<file path="src/rtl/ram_arb_pkg.sv">
//----------------------------------------------------------------------------
// Module : ram_arb_pkg
// Brief  : Shared types and helpers for the byte-RAM word arbiter.
// Rev    : 1.0
//----------------------------------------------------------------------------
`default_nettype none

package ram_arb_pkg;

  typedef enum logic [1:0] {
    IDLE   = 2'd0,
    ACCESS = 2'd1,
    DRAIN  = 2'd2,
    RESP   = 2'd3
  } state_t;

  typedef enum logic {
    PORT_I = 1'b0,
    PORT_D = 1'b1
  } port_t;

  localparam int WORD_BYTES = 4;
  localparam int CNT_W      = 2;

  function automatic logic [7:0] word_byte(input logic [8*WORD_BYTES-1:0] w,
                                           input logic [CNT_W-1:0]        k);
    return w[8*k +: 8];
  endfunction

endpackage

`default_nettype wire

</file>
<file path="src/rtl/rr_arbiter2.sv">
//----------------------------------------------------------------------------
// Module : rr_arbiter2
// Brief  : Two-way round-robin arbiter; history advances only when enabled.
// Rev    : 1.0
//----------------------------------------------------------------------------
`default_nettype none

module rr_arbiter2
  import ram_arb_pkg::*;
(
  input  logic       clk,
  input  logic       rst,
  input  logic       i_en,
  input  logic [1:0] i_req,
  output port_t      o_grant
);

  port_t r_last;
  logic  w_any;

  assign w_any = |i_req;

  // On a tie the port that did not win last time goes first.
  always_comb begin
    o_grant = PORT_I;
    if (i_req[0] && i_req[1])
      o_grant = (r_last == PORT_D) ? PORT_I : PORT_D;
    else if (i_req[1])
      o_grant = PORT_D;
  end

  always_ff @(posedge clk) begin
    if (rst)
      r_last <= PORT_D;
    else if (i_en && w_any)
      r_last <= o_grant;
  end

endmodule

`default_nettype wire

</file>
<file path="src/rtl/ram_word_arbiter.sv">
//----------------------------------------------------------------------------
// Module : ram_word_arbiter
// Brief  : Shares a 512x8 registered-read RAM between fetch and load/store
//          ports, sequencing each 32-bit little-endian word as 4 byte cycles.
// Rev    : 1.0
//----------------------------------------------------------------------------
`default_nettype none

module ram_word_arbiter
  import ram_arb_pkg::*;
#(
  parameter int RAM_AW = 9
) (
  input  logic                    clk,
  input  logic                    rst,
  input  logic                    i_req,
  input  logic [RAM_AW-1:0]       i_addr,
  output logic [8*WORD_BYTES-1:0] i_rdata,
  output logic                    i_ack,
  input  logic                    d_req,
  input  logic                    d_we,
  input  logic [RAM_AW-1:0]       d_addr,
  input  logic [8*WORD_BYTES-1:0] d_wdata,
  input  logic [WORD_BYTES-1:0]   d_be,
  output logic [8*WORD_BYTES-1:0] d_rdata,
  output logic                    d_ack,
  output logic [RAM_AW-1:0]       ram_addr,
  output logic [7:0]              ram_din,
  output logic                    ram_we,
  input  logic [7:0]              ram_dout
);

  localparam logic [CNT_W-1:0]  c_last_cnt  = CNT_W'(WORD_BYTES - 1);
  localparam logic [RAM_AW-1:0] c_align_msk = ~RAM_AW'(WORD_BYTES - 1);

  state_t                    r_state;
  logic [CNT_W-1:0]          r_cnt;
  port_t                     r_port;
  logic [RAM_AW-1:0]         r_base;
  logic                      r_we;
  logic [8*WORD_BYTES-1:0]   r_wdata;
  logic [WORD_BYTES-1:0]     r_be;
  logic [8*WORD_BYTES-1:0]   r_rdata;

  port_t                     w_grant;
  logic [RAM_AW-1:0]         w_base;
  logic [CNT_W-1:0]          w_cnt_nxt;
  logic [CNT_W-1:0]          w_cap;

  rr_arbiter2 u_rr (
    .clk     (clk),
    .rst     (rst),
    .i_en    (r_state == IDLE),
    .i_req   ({d_req, i_req}),
    .o_grant (w_grant)
  );

  assign w_base    = ((w_grant == PORT_D) ? d_addr : i_addr) & c_align_msk;
  assign w_cnt_nxt = r_cnt + 1'b1;
  assign w_cap     = r_cnt - 1'b1;

  assign i_rdata = r_rdata;
  assign d_rdata = r_rdata;

  always_ff @(posedge clk) begin
    if (rst) begin
      r_state  <= IDLE;
      r_cnt    <= '0;
      r_port   <= PORT_D;
      r_base   <= '0;
      r_we     <= 1'b0;
      r_wdata  <= '0;
      r_be     <= '0;
      r_rdata  <= '0;
      ram_addr <= '0;
      ram_din  <= '0;
      ram_we   <= 1'b0;
      i_ack    <= 1'b0;
      d_ack    <= 1'b0;
    end else begin
      i_ack <= 1'b0;
      d_ack <= 1'b0;
      case (r_state)
        IDLE: begin
          if (i_req || d_req) begin
            r_port   <= w_grant;
            r_base   <= w_base;
            r_we     <= (w_grant == PORT_D) && d_we;
            r_wdata  <= d_wdata;
            r_be     <= d_be;
            r_cnt    <= '0;
            ram_addr <= w_base;
            ram_din  <= d_wdata[7:0];
            ram_we   <= (w_grant == PORT_D) && d_we && d_be[0];
            r_state  <= ACCESS;
          end
        end
        ACCESS: begin
          // RAM read data lags the address by one cycle.
          if (r_cnt != '0)
            r_rdata[8*w_cap +: 8] <= ram_dout;
          if (r_cnt == c_last_cnt) begin
            ram_we  <= 1'b0;
            r_state <= DRAIN;
          end else begin
            r_cnt    <= w_cnt_nxt;
            ram_addr <= r_base + RAM_AW'(w_cnt_nxt);
            ram_din  <= word_byte(r_wdata, w_cnt_nxt);
            ram_we   <= r_we && r_be[w_cnt_nxt];
          end
        end
        DRAIN: begin
          r_rdata[8*c_last_cnt +: 8] <= ram_dout;
          if (r_port == PORT_D)
            d_ack <= 1'b1;
          else
            i_ack <= 1'b1;
          r_state <= RESP;
        end
        RESP: begin
          r_state <= IDLE;
        end
        default: begin
          r_state <= IDLE;
        end
      endcase
    end
  end

endmodule

`default_nettype wire

</file>
<file path="config.mk">
export PLATFORM = sky130hd
export DESIGN_NAME = ram_word_arbiter
export DESIGN_NICKNAME = d
export VERILOG_FILES = /design/src/rtl/ram_arb_pkg.sv /design/src/rtl/rr_arbiter2.sv /design/src/rtl/ram_word_arbiter.sv
export SDC_FILE = /design/constraint.sdc
export NUM_CORES = 1
export LEC_CHECK = 0
export ABC_AREA = 1
export BUFFER_PORTS_ARGS = -buffer_cell sky130_fd_sc_hd__clkbuf_2
export CORE_UTILIZATION = 55
export DETAILED_ROUTE_END_ITERATION = 8
export PLACE_DENSITY = 0.86
export SETUP_SLACK_MARGIN = 0.1
export SLEW_MARGIN = 10
export SYNTH_ARGS = -nofsm -noshare
export SYNTH_HDL_FRONTEND = slang
export SYNTH_HIERARCHICAL = 1
export SYNTH_SLANG_ARGS = --single-unit
</file>
<file path="constraint.sdc">
create_clock -name clk -period 5.8 [get_ports clk]
set_input_delay 0.29 -clock clk [delete_from_list [all_inputs] [get_ports clk]]
set_output_delay 0.29 -clock clk [all_outputs]
set_load 0.005 [all_outputs]
</file>
* Word-level counts from Yosys, hierarchy flattened *
Index checks and enable logic that the tools add are counted.

storage, ports and cells
  word-level logic and storage cells = 76
  RAM bits = 0
  memories kept = 0
  flip-flop bits (word level) = 102
  ROM bits = 0
  bits of input ports = 67
  output and inout port bits = 84
  latch bits = 0

cells by class
  $lt $le $gt $ge = 1
  multiply operators = 0
  reduce and logical (&&, ||, !) cells = 18
  bitwise operators = 1
  muxes and demuxes = 26
  shift-type cells = 3
  eq/ne operators = 8
  divide/modulo/power cells = 0
  $add $sub $neg = 4

operators with widths
  kind                                                   number
  negator 5 -> 34 bit                                    1
  variable shift 8 x 34 -> 32 bit, first input constant  1
  variable part select 8 x 34 -> 32 bit                  1
  bitwise mux 32 bit                                     1
  two-way mux 32 bit                                     1
  one-hot mux 8 bit (2 select lines)                     2
  variable part select 32 x 6 -> 8 bit                   1
  two-way mux 9 bit                                      3
  one-hot mux 9 bit (2 select lines)                     1
  two-way mux 8 bit                                      2
  AND reduction 2 bit                                    5
  adder 9 x 2 -> 9 bit                                   1
  two-way mux 1 bit                                      8
  two-way mux 2 bit                                      4
  inequality test 2 bit, second input constant           4
  one-hot mux 2 bit (4 select lines)                     1
  equality test 2 bit, second input constant             3
  nonzero test 2 bit                                     3
  logical AND 1 bit                                      5
  one-hot mux 2 bit (2 select lines)                     1
  OR reduction 2 bit                                     2
  < comparator 2 x 3 -> 1 bit, second input constant     1
  AND reduction 3 bit                                    1
  adder 2 x 1 -> 2 bit, second input constant            1
  other kinds (7)                                        7

* Depth between registers and ports, before layout *
Gate-level depths: netlist of run 1.

  depth after elaboration = 6
  gate-level depth with buffers = 10
  mapped depth without buffers = 8

* Hierarchy *
The synthesis of run 1 kept the hierarchy.

by module, submodules not included
  module            times used  area each (µm²)  cells an instance  sequential area each (µm²)
  ram_word_arbiter  1           4560.6           651                1981.9
  rr_arbiter2       1           53.8             8                  20.0

* Worst setup path after synthesis of run 1 *
Ideal clock, no wire load.

  path type = register to register
  start = register ram_addr[0] (netlist name)
  end = register ram_din[3]
  data arrival time = 1.730 ns
  path slack = 3.937 ns
  cell stages (with the launch flop) = 11
  library setup time = 0.132 ns
  clock period less this slack = 1.863 ns
  path buffers = 3
  cell sequence = dfxtp_1 > inv_2 > buf_2 > ha_1 > buf_2 > clkbuf_1 > nor2_1 > nand2_1 > nand2_1 > nand2_1 > a21oi_1

RTL lines
  element               line                     text
  to (signal assigned)  ram_word_arbiter.sv:93   ram_din <= d_wdata[7:0];
  to (signal assigned)  ram_word_arbiter.sv:108  ram_din <= word_byte(r_wdata, w_cnt_nxt);
  to (decl)             ram_word_arbiter.sv:28   output logic [7:0] ram_din,

==> out/results.tsv, run 1 <==
metric	value	unit
critPathRequiredTime	6.04	ns
rsz0062_at_grt	no	
cp-end-kind	flip-flop	
die_area	8760	sq um
slowest_stage	dfxtp_1	
synth.largest_area_cell	dfxtp_1	
yosysUniqueCellTypes	22	
finalMaxSlewViolations	0	
synth-seq-area-share	0.434	
diodes	0	
antenna_found_initial	0	
cts_resized	0	
finalNetCount	830	
avgSynthCellArea	7.00	sq um
first_global_vias	4039	
port_buffers	146	
critPathMaxStageDelay	1.00	ns
fmax	0.321	GHz
cts_tree	done	
crit-reg2reg-capture	d_rdata[22]	
ctsHoldBuffers	0	
syn2layout_area_growth	15.6	%
power_frac_clock	0.208	
drt_wl_total	10800	um
drive_above_1_share	0.226	
seqPwrFrac	0.421	
startpoint_type	flip-flop	
setup_slack	2.69	ns
cap_viol_max_count	0	
vias_per_cell	5.11	
syn_nets	736	
ioPinCount	151	
rows	33	
nFillCells	782	
swShare	0.388	
p_leak	2.59	nW
cts_max_path_buffers	2	
cts_buffers	9	
wl_per_cell	12.5	um
post-place-ws	2.70	ns
cp-endpoint	d_rdata[22]	
path_clk_slew	0.10	ns
grt_use_total	0.252	
final_common_cell	clkbuf_2	
grt_pass1_wl	17500	um
via_count	4413	
overflow	0	
p_per_area	446	nW/um^2
synth_area	4610	sq um
cts-root-buf	clkbuf_8	
r2r-start	ram_addr[0]	
synth_seq_cells	100	
whs	0.175	ns
setup_violations	0	
worstPathCellList	inv_2 -> ha_1 -> inv_1 -> nand2_1 -> nor2_1 -> o21ai_0 -> a21oi_1	
fp.dieH	93.6	um
synth_top_area_frac	0.434	
finalHoldViolations	0	
synthCells	659	
ys.flop_type	dfxtp_1	
critPathKind	flip-flop to flip-flop	
vdd_drop_max	0.251	mV
hold_path_class	input port to flip-flop	
drtIter0Drc	217	
grt_max_degree	59	
p_switching	0.924	mW
crit_arrival	3.35	ns
drc	0	
yosys-top-cells-area	dfxtp_1, nor2_1, o21ai_0	
internal_power	1.46	mW
status	finished clean	
clock_latency	0.36	ns
fin_crit_sh	0.537	
ys.warnings.count	6	
cts_setup_buffers	0	
dpl.hpwl	7600	um
floorplan.initialDensity	0.564	
rrSetupSlack	2.69	ns
timing.slew.headroom	0.320	
fin_worst_skew	0.0104	ns
clock_sinks	100	
drtAntennaViolNets	0	
async_reset_ff_frac	0	
crit_fanout	28	
gp_congestion	0.820	
p_comb_frac	0.371	
tns	0	ns
htreeDepth	3	
synth-edff-count	0	
reg2reg_depth	7	
firstDrtPassIters	5	
final_cell_mix	clkbuf_2, nor2_1, nand2_1	
worst_pin_slew	1.02	ns
die_w	93.6	um
hp-start	d_wdata[21]	
crit_start	ram_addr[0]	
coreArea	8180	sq um
min_period	3.11	ns
[area by class of cell]
class	count	area [sq um]	share of cell area
Clock inverter	5	83.8	0.0157
Multi-Input combinational cell	427	1970	0.370
Sequential cell	100	2000	0.375
Tap cell	105	131	0.0246
Inverter	66	248	0.0464
Clock buffer	11	141	0.0265
Timing Repair Buffer	149	753	0.141
[worst min-delay path by stage]
stage,to,depth (start not counted)
after floorplan,u_rr/r_last,2
after CTS,r_wdata[21],3
after global routing,r_wdata[12],3
after detailed placement,r_wdata[1],2
after global placement,r_be[2],2
final,r_wdata[21],3
[cell usage after synthesis, types with 2 or more instances]
master and n:
a21oi_1 61, o21ai_0 83, nand3_2 2, o21a_1 7, nand2_1 110, dfxtp_1 100
clkbuf_1 16, buf_4 33, buf_2 15, nand3_1 23, inv_2 3, clkinv_1 2
inv_1 61, nor3_1 3, a211oi_1 6, buf_1 2, nor2_1 118, ha_1 10
[logic make-up after synthesis]
group,after synthesis,synth area share
adders and majority gates,10,0.0271
DFF,100,0.434
AOI/OAI and AO/OA,158,0.178
buffers and inverters,132,0.138
and+or+nand+nor,259,0.222
[worst max-delay path, delay by kind of cell, from the launching register on]
kind                       cells  cell delay (ns)
adders and majority gates      1             0.74
AOI/OAI and AO/OA              2             0.24
and+or+nand+nor                2             0.36
buffers and inverters          2             0.65
DFF                            1             1.00
[metrics by stage]
step	util	total power, mW	std cells	cell area, sq um
2_1_floorplan	-	1.66	659	4610
3_3_place_gp	0.625	1.85	847	5110
3_5_place_dp	0.625	1.89	847	5110
4_1_cts	0.652	2.39	863	5330
5_1_grt	0.652	2.57	863	5330
6_report	0.652	2.38	863	5330
[power by group through the flow]
stage | clock [mW] | sequential [mW] | combinational [mW]
after floorplan | 0 | 0.985 | 0.673
after global placement | 0 | 1.01 | 0.846
after detailed placement | 0 | 1.02 | 0.875
after CTS | 0.504 | 1.00 | 0.884
after global routing | 0.533 | 1.02 | 1.01
final | 0.495 | 1.00 | 0.882
[metal layers]
| metal | routed length [um] | up-vias | global-route usage |
|---|---|---|---|
| met5 | 0 | - | 0 |
| met4 | 214 | 0 | 0.0987 |
| met3 | 653 | 22 | 0.0545 |
| met2 | 5320 | 151 | 0.444 |
| met1 | 4620 | 1991 | 0.297 |
| li1 | - | 2249 | - |
[flip-flops by register name, summed over array words and instances, names as in the netlist, 2 cells and up]
signal	cells
r_be	4
ram_din	8
r_base	7
r_state	2
d_rdata	32
r_wdata	32
ram_addr	9
No activity file was read; power rests on OpenSTA's default activity.
==> run 2: changes to the inputs <==
--- a/config.mk
+++ b/config.mk
@@ -7,9 +7,9 @@
 export LEC_CHECK = 0
 export ABC_AREA = 1
 export BUFFER_PORTS_ARGS = -buffer_cell sky130_fd_sc_hd__clkbuf_2
-export CORE_UTILIZATION = 55
+export CORE_UTILIZATION = 46
 export DETAILED_ROUTE_END_ITERATION = 8
-export PLACE_DENSITY = 0.86
+export PLACE_DENSITY = 0.77
 export SETUP_SLACK_MARGIN = 0.1
 export SLEW_MARGIN = 10
 export SYNTH_ARGS = -nofsm -noshare
==> constraint.sdc (replaced) <==
create_clock -name clk -period 2.69 [get_ports clk]
set_input_delay 0.1345 -clock clk [delete_from_list [all_inputs] [get_ports clk]]
set_output_delay 0.1345 -clock clk [all_outputs]
set_load 0.005 [all_outputs]
==> run 2 against run 1 <==
Design area increased by 1.3%. Global-route usage shrank 3.5 points. Wire length up 2.1%. Die area up 19%. Non-clock buffer count increased by 6. Count of clock-buffer cells in the layout down 1. Register-to-register slack worse by 2.1 ns. Hold slack worse by 0.15 ns. Largest power group unchanged.
==> out/results.tsv, run 2 (synthesis results as in run 1) <==
metric	value	unit
finalMaxSlewViolations	0	
floorplan.initialDensity	0.474	
fmax	0.482	GHz
cts_setup_buffers	0	
cts_max_path_buffers	2	
ioPinCount	151	
clock_sinks	100	
vias_per_cell	4.88	
drtAntennaViolNets	0	
cts-root-buf	clkbuf_8	
cap_viol_max_count	0	
final_cell_mix	clkbuf_2, nor2_1, nand2_1	
drt_wl_total	11000	um
rsz0062_at_grt	no	
r2r-start	r_state[1]	
fin_util	0.556	
setup_violations	0	
worstPathCellList	inv_1 -> ha_1 -> buf_4 -> inv_2 -> nand2_2 -> nand3_2 -> nor2_1 -> nand2_1 -> a21oi_1	
via_count	4380	
first_global_vias	3885	
crit_arrival	2.36	ns
coreArea	9730	sq um
slowest_stage	nand3_2	
hp-start	d_wdata[25]	
firstDrtPassIters	5	
rows	36	
reg2reg_depth	9	
nFillCells	993	
diodes	0	
p_per_area	952	nW/um^2
crit_fanout	32	
critPathTopFamily	simple AND/OR/NAND/NOR gates	
path_clk_slew	0.09	ns
clock_latency	0.36	ns
startpoint_type	flip-flop	
finalHoldViolations	0	
fin_cells	897	
overflow	0	
grt_max_degree	73	
port_buffers	146	
min_period	2.08	ns
critPathKind	flip-flop to flip-flop	
tns	0	ns
vdd_drop_max	0.456	mV
crit-reg2reg-capture	ram_din[5]	
final_common_cell	clkbuf_2	
cts_buffers	9	
drc	0	
finalNetCount	836	
wl_per_cell	12.3	um
dpl.hpwl	7850	um
holdPathStages	3	
die_w	102	um
min_to	r_wdata[25]	
grt_use_total	0.217	
fin_crit_sh	0.772	
die_area	10400	sq um
fin_worst_skew	0.00705	ns
timing.slew.headroom	0.556	
status	finished clean	
hold_path_class	input port to flip-flop	
cp-end-kind	flip-flop	
ctsHoldBuffers	0	
placed_cells	881	
gp_congestion	0.818	
fp.dieH	102	um
p_leak	2.62	nW
syn2layout_area_growth	17.1	%
cts_tree	done	
grt_pass1_wl	17800	um
path_buf_inv	3	
antenna_found_initial	0	
rrSetupSlack	0.61	ns
cts_resized	0	
drtIter0Drc	167	
multi_input_area	1970	sq um
critPathRequiredTime	2.98	ns
drive_above_1_share	0.232	
layout.area.seq	2000	sq um
htreeDepth	3	
critPathMaxStageDelay	0.52	ns
worst_pin_slew	0.665	ns
[run 2: changes by cell type in the layout (fill, tap and decap cells not counted), sizes merged]
cell / delta
clkbuf: -1
clkinv: +2
buf: +6
inv: -1
[run 2: metal layers]
layer	track usage	routed length (um)	vias to the layer above
li1	-	-	2256
met1	0.271	4850	1972
met2	0.372	5320	140
met3	0.0520	725	12
met4	0.0637	142	0
met5	0	0	-
[run 2: worst max path at each step]
stage           startpoint          end  slack [ns]  cells past startpoint
3_3_place_gp   ram_addr[0]  d_rdata[22]        0.71                      7
5_1_grt        ram_addr[0]  d_rdata[21]        0.38                      7
2_1_floorplan  ram_addr[0]   ram_din[3]        0.83                     10
3_5_place_dp   ram_addr[0]  d_rdata[16]        0.66                      7
6_report        r_state[1]   ram_din[5]        0.61                      9
4_1_cts        ram_addr[0]  d_rdata[16]        0.63                      7
[run 2: final cells by class]
| class | instances | area share |
|---|---|---|
| clock buffer | 10 | 0.0236 |
| clock inverter | 6 | 0.0164 |
| inverter | 66 | 0.0458 |
| multi-input combinational | 427 | 0.365 |
| sequential | 100 | 0.370 |
| tap | 133 | 0.0308 |
| timing repair buffer | 155 | 0.148 |
[run 2: power by group]
part	total, mW	internal, mW	leakage (nW)	switching (mW)
sequential	2.12	1.90	0.823	0.219
combinational	1.98	0.713	1.69	1.26
clock	1.04	0.524	0.102	0.520
[run 2: worst register-to-register path, cell delays in order, from the launching register on]
cell,delay (ns)
dfxtp_1,0.32
inv_1,0.09
ha_1,0.19
buf_4,0.21
inv_2,0.09
nand2_2,0.08
nand3_2,0.52
nor2_1,0.26
nand2_1,0.08
a21oi_1,0.15
[run 2: through the flow]
step	instance area, sq um	setup WS, ns	hold WS, ns	power, mW
floorplan	4610	0.827	0.242	3.57
global placement	5190	0.707	0.389	4.04
detailed placement	5190	0.663	0.394	4.13
CTS	5410	0.632	0.00660	5.17
global route	5410	0.384	0.0365	5.57
finish	5410	0.614	0.0198	5.15
==> run 3: changes to the inputs <==
==> constraint.sdc (replaced) <==
create_clock -name clk -period 1.7 [get_ports clk]
set_input_delay 0.085 -clock clk [delete_from_list [all_inputs] [get_ports clk]]
set_output_delay 0.085 -clock clk [all_outputs]
set_load 0.005 [all_outputs]
==> run 3 against run 2 <==
Design area grew 5.7%. Die area did not move. Register-to-register slack got worse by 0.44 ns. Largest power group is now combinational logic.
==> out/results.tsv, run 3 (synthesis results as in run 1) <==
metric	value	unit
status	finished clean	
cp-end-kind	flip-flop	
drtIter0Drc	228	
drc	0	
antenna_found_initial	0	
cts_buffers	9	
finalHoldViolations	0	
fp.dieH	102	um
wl_per_cell	12.5	um
fin_cells	921	
final_common_cell	clkbuf_2	
cts_tree	done	
tns	0	ns
placed_cells	888	
path_clk_slew	0.10	ns
die_w	102	um
startpoint_type	flip-flop	
clock_sinks	100	
multi_input_area	2020	sq um
first_global_vias	4041	
drive_above_1_share	0.246	
drtAntennaViolNets	0	
via_count	4483	
crit_fanout	32	
diodes	0	
rows	36	
die_area	10400	sq um
vdd_drop_max	0.727	mV
fin_crit_sh	0.896	
gp_congestion	0.857	
firstDrtPassIters	5	
finalNetCount	860	
post-place-ws	0.0776	ns
seqPwrFrac	0.401	
internal_power	5.06	mW
port_buffers	146	
final_cell_mix	clkbuf_2, nor2_1, nand2_1	
clock_latency	0.36	ns
overflow	0	
coreArea	9730	sq um
worstPathCellList	inv_1 -> ha_2 -> inv_2 -> nand2_2 -> nand3_2 -> buf_12 -> nor2_1 -> nand2_1 -> a21oi_1	
grt_max_degree	73	
critPathMaxStageDelay	0.33	ns
setup_violations	0	
vias_per_cell	4.87	
floorplan.initialDensity	0.474	
p_switching	3.33	mW
cts_max_path_buffers	2	
grt_use_total	0.224	
cts_setup_buffers	0	
fmax	0.657	GHz
layout.area.seq	2010	sq um
min_period	1.52	ns
p_per_area	1470	nW/um^2
p_leak	2.73	nW
crit_arrival	1.80	ns
hold_path_class	input port to flip-flop	
swShare	0.396	
rsz0062_at_grt	yes	
dpl.hpwl	8060	um
syn2layout_area_growth	23.8	%
ioPinCount	151	
power_frac_clock	0.181	
worst_pin_slew	0.363	ns
htreeDepth	3	
timing.slew.headroom	0.756	
critPathTopFamily	buffers and inverters	
fin_worst_skew	0.0159	ns
setup_slack	0.177	ns
drt_wl_total	11600	um
grt_pass1_wl	18500	um
slowest_stage	dfxtp_1	
cts-root-buf	clkbuf_8	
nFillCells	893	
finalMaxSlewViolations	0	
path_buf_inv	3	
critPathKind	flip-flop to flip-flop	
p_comb_frac	0.418	
finalPower	8.39	mW
cap_viol_max_count	0	
critPathRequiredTime	1.97	ns
-- run 3: cell types whose count changed in the layout (fill, tap and decap cells not counted), moves of 2 or more --
cell,before,now
nand2_1,110,108
ha_1,10,7
dlygate4sd3_1,0,17
buf_12,0,3
ha_2,0,2
buf_6,0,2
inv_4,0,2
inv_1,61,59
nor2_1,118,116
-- run 3: routing by layer --
metal / GRT usage / vias to the layer above / share of wire
met5: 0 / - / 0
li1: - / 2303 / -
met1: 0.283 / 2024 / 0.44
met2: 0.376 / 140 / 0.48
met4: 0.0824 / 0 / 0.016
met3: 0.0472 / 16 / 0.057
-- run 3: tightest hold or removal path: cells and delay by family --
family / cells / cell delay, ns
buffers and inverters: 1 / 0.09
AOI/OAI and AO/OA: 1 / 0.07
and+or+nand+nor: 1 / 0.07
-- run 3: layout make-up --
cell class	count	share of cell area
clock buffer	11	0.0230
clock inverter	5	0.0107
inverter	66	0.0438
multi-input combinational	427	0.354
sequential	100	0.351
tap	133	0.0291
timing repair buffer	179	0.188
-- run 3: final timing paths --
path | from | endpoint | slack (ns) | cells after the start
setup / recovery | r_state[1] | ram_din[1] | 0.18 | 9
hold reg to reg | r_wdata[1] | r_wdata[1] | 0.46 | 2
hold / removal | d_wdata[20] | r_wdata[20] | 0.001 | 3
setup reg to reg | r_state[1] | ram_din[1] | 0.18 | 9
-- run 3: through the flow --
| stage | hold slack [ns] | util | instance area, sq um |
|---|---|---|---|
| after floorplan | 0.193 | - | 4650 |
| after global placement | 0.336 | 0.544 | 5300 |
| after detailed placement | 0.343 | 0.544 | 5300 |
| after CTS | 0.00166 | 0.583 | 5670 |
| after global routing | 0.0198 | 0.587 | 5710 |
| final | 0.00113 | 0.587 | 5710 |
-- run 3: power by group through the flow --
| stage | combinational [mW] | sequential, mW | clock (mW) |
|---|---|---|---|
| after floorplan | 2.37 | 3.37 | 0 |
| after global placement | 3.22 | 3.37 | 0 |
| after detailed placement | 3.33 | 3.41 | 0 |
| after CTS | 3.41 | 3.35 | 1.53 |
| after global routing | 3.95 | 3.44 | 1.63 |
| final | 3.51 | 3.36 | 1.52 |
-- run 3: timing repair --
action	CTS	global route
hold endpoints to repair	17	0
setup endpoints to repair	11	73
hold buffers	17	0
gates resized for setup	3	10
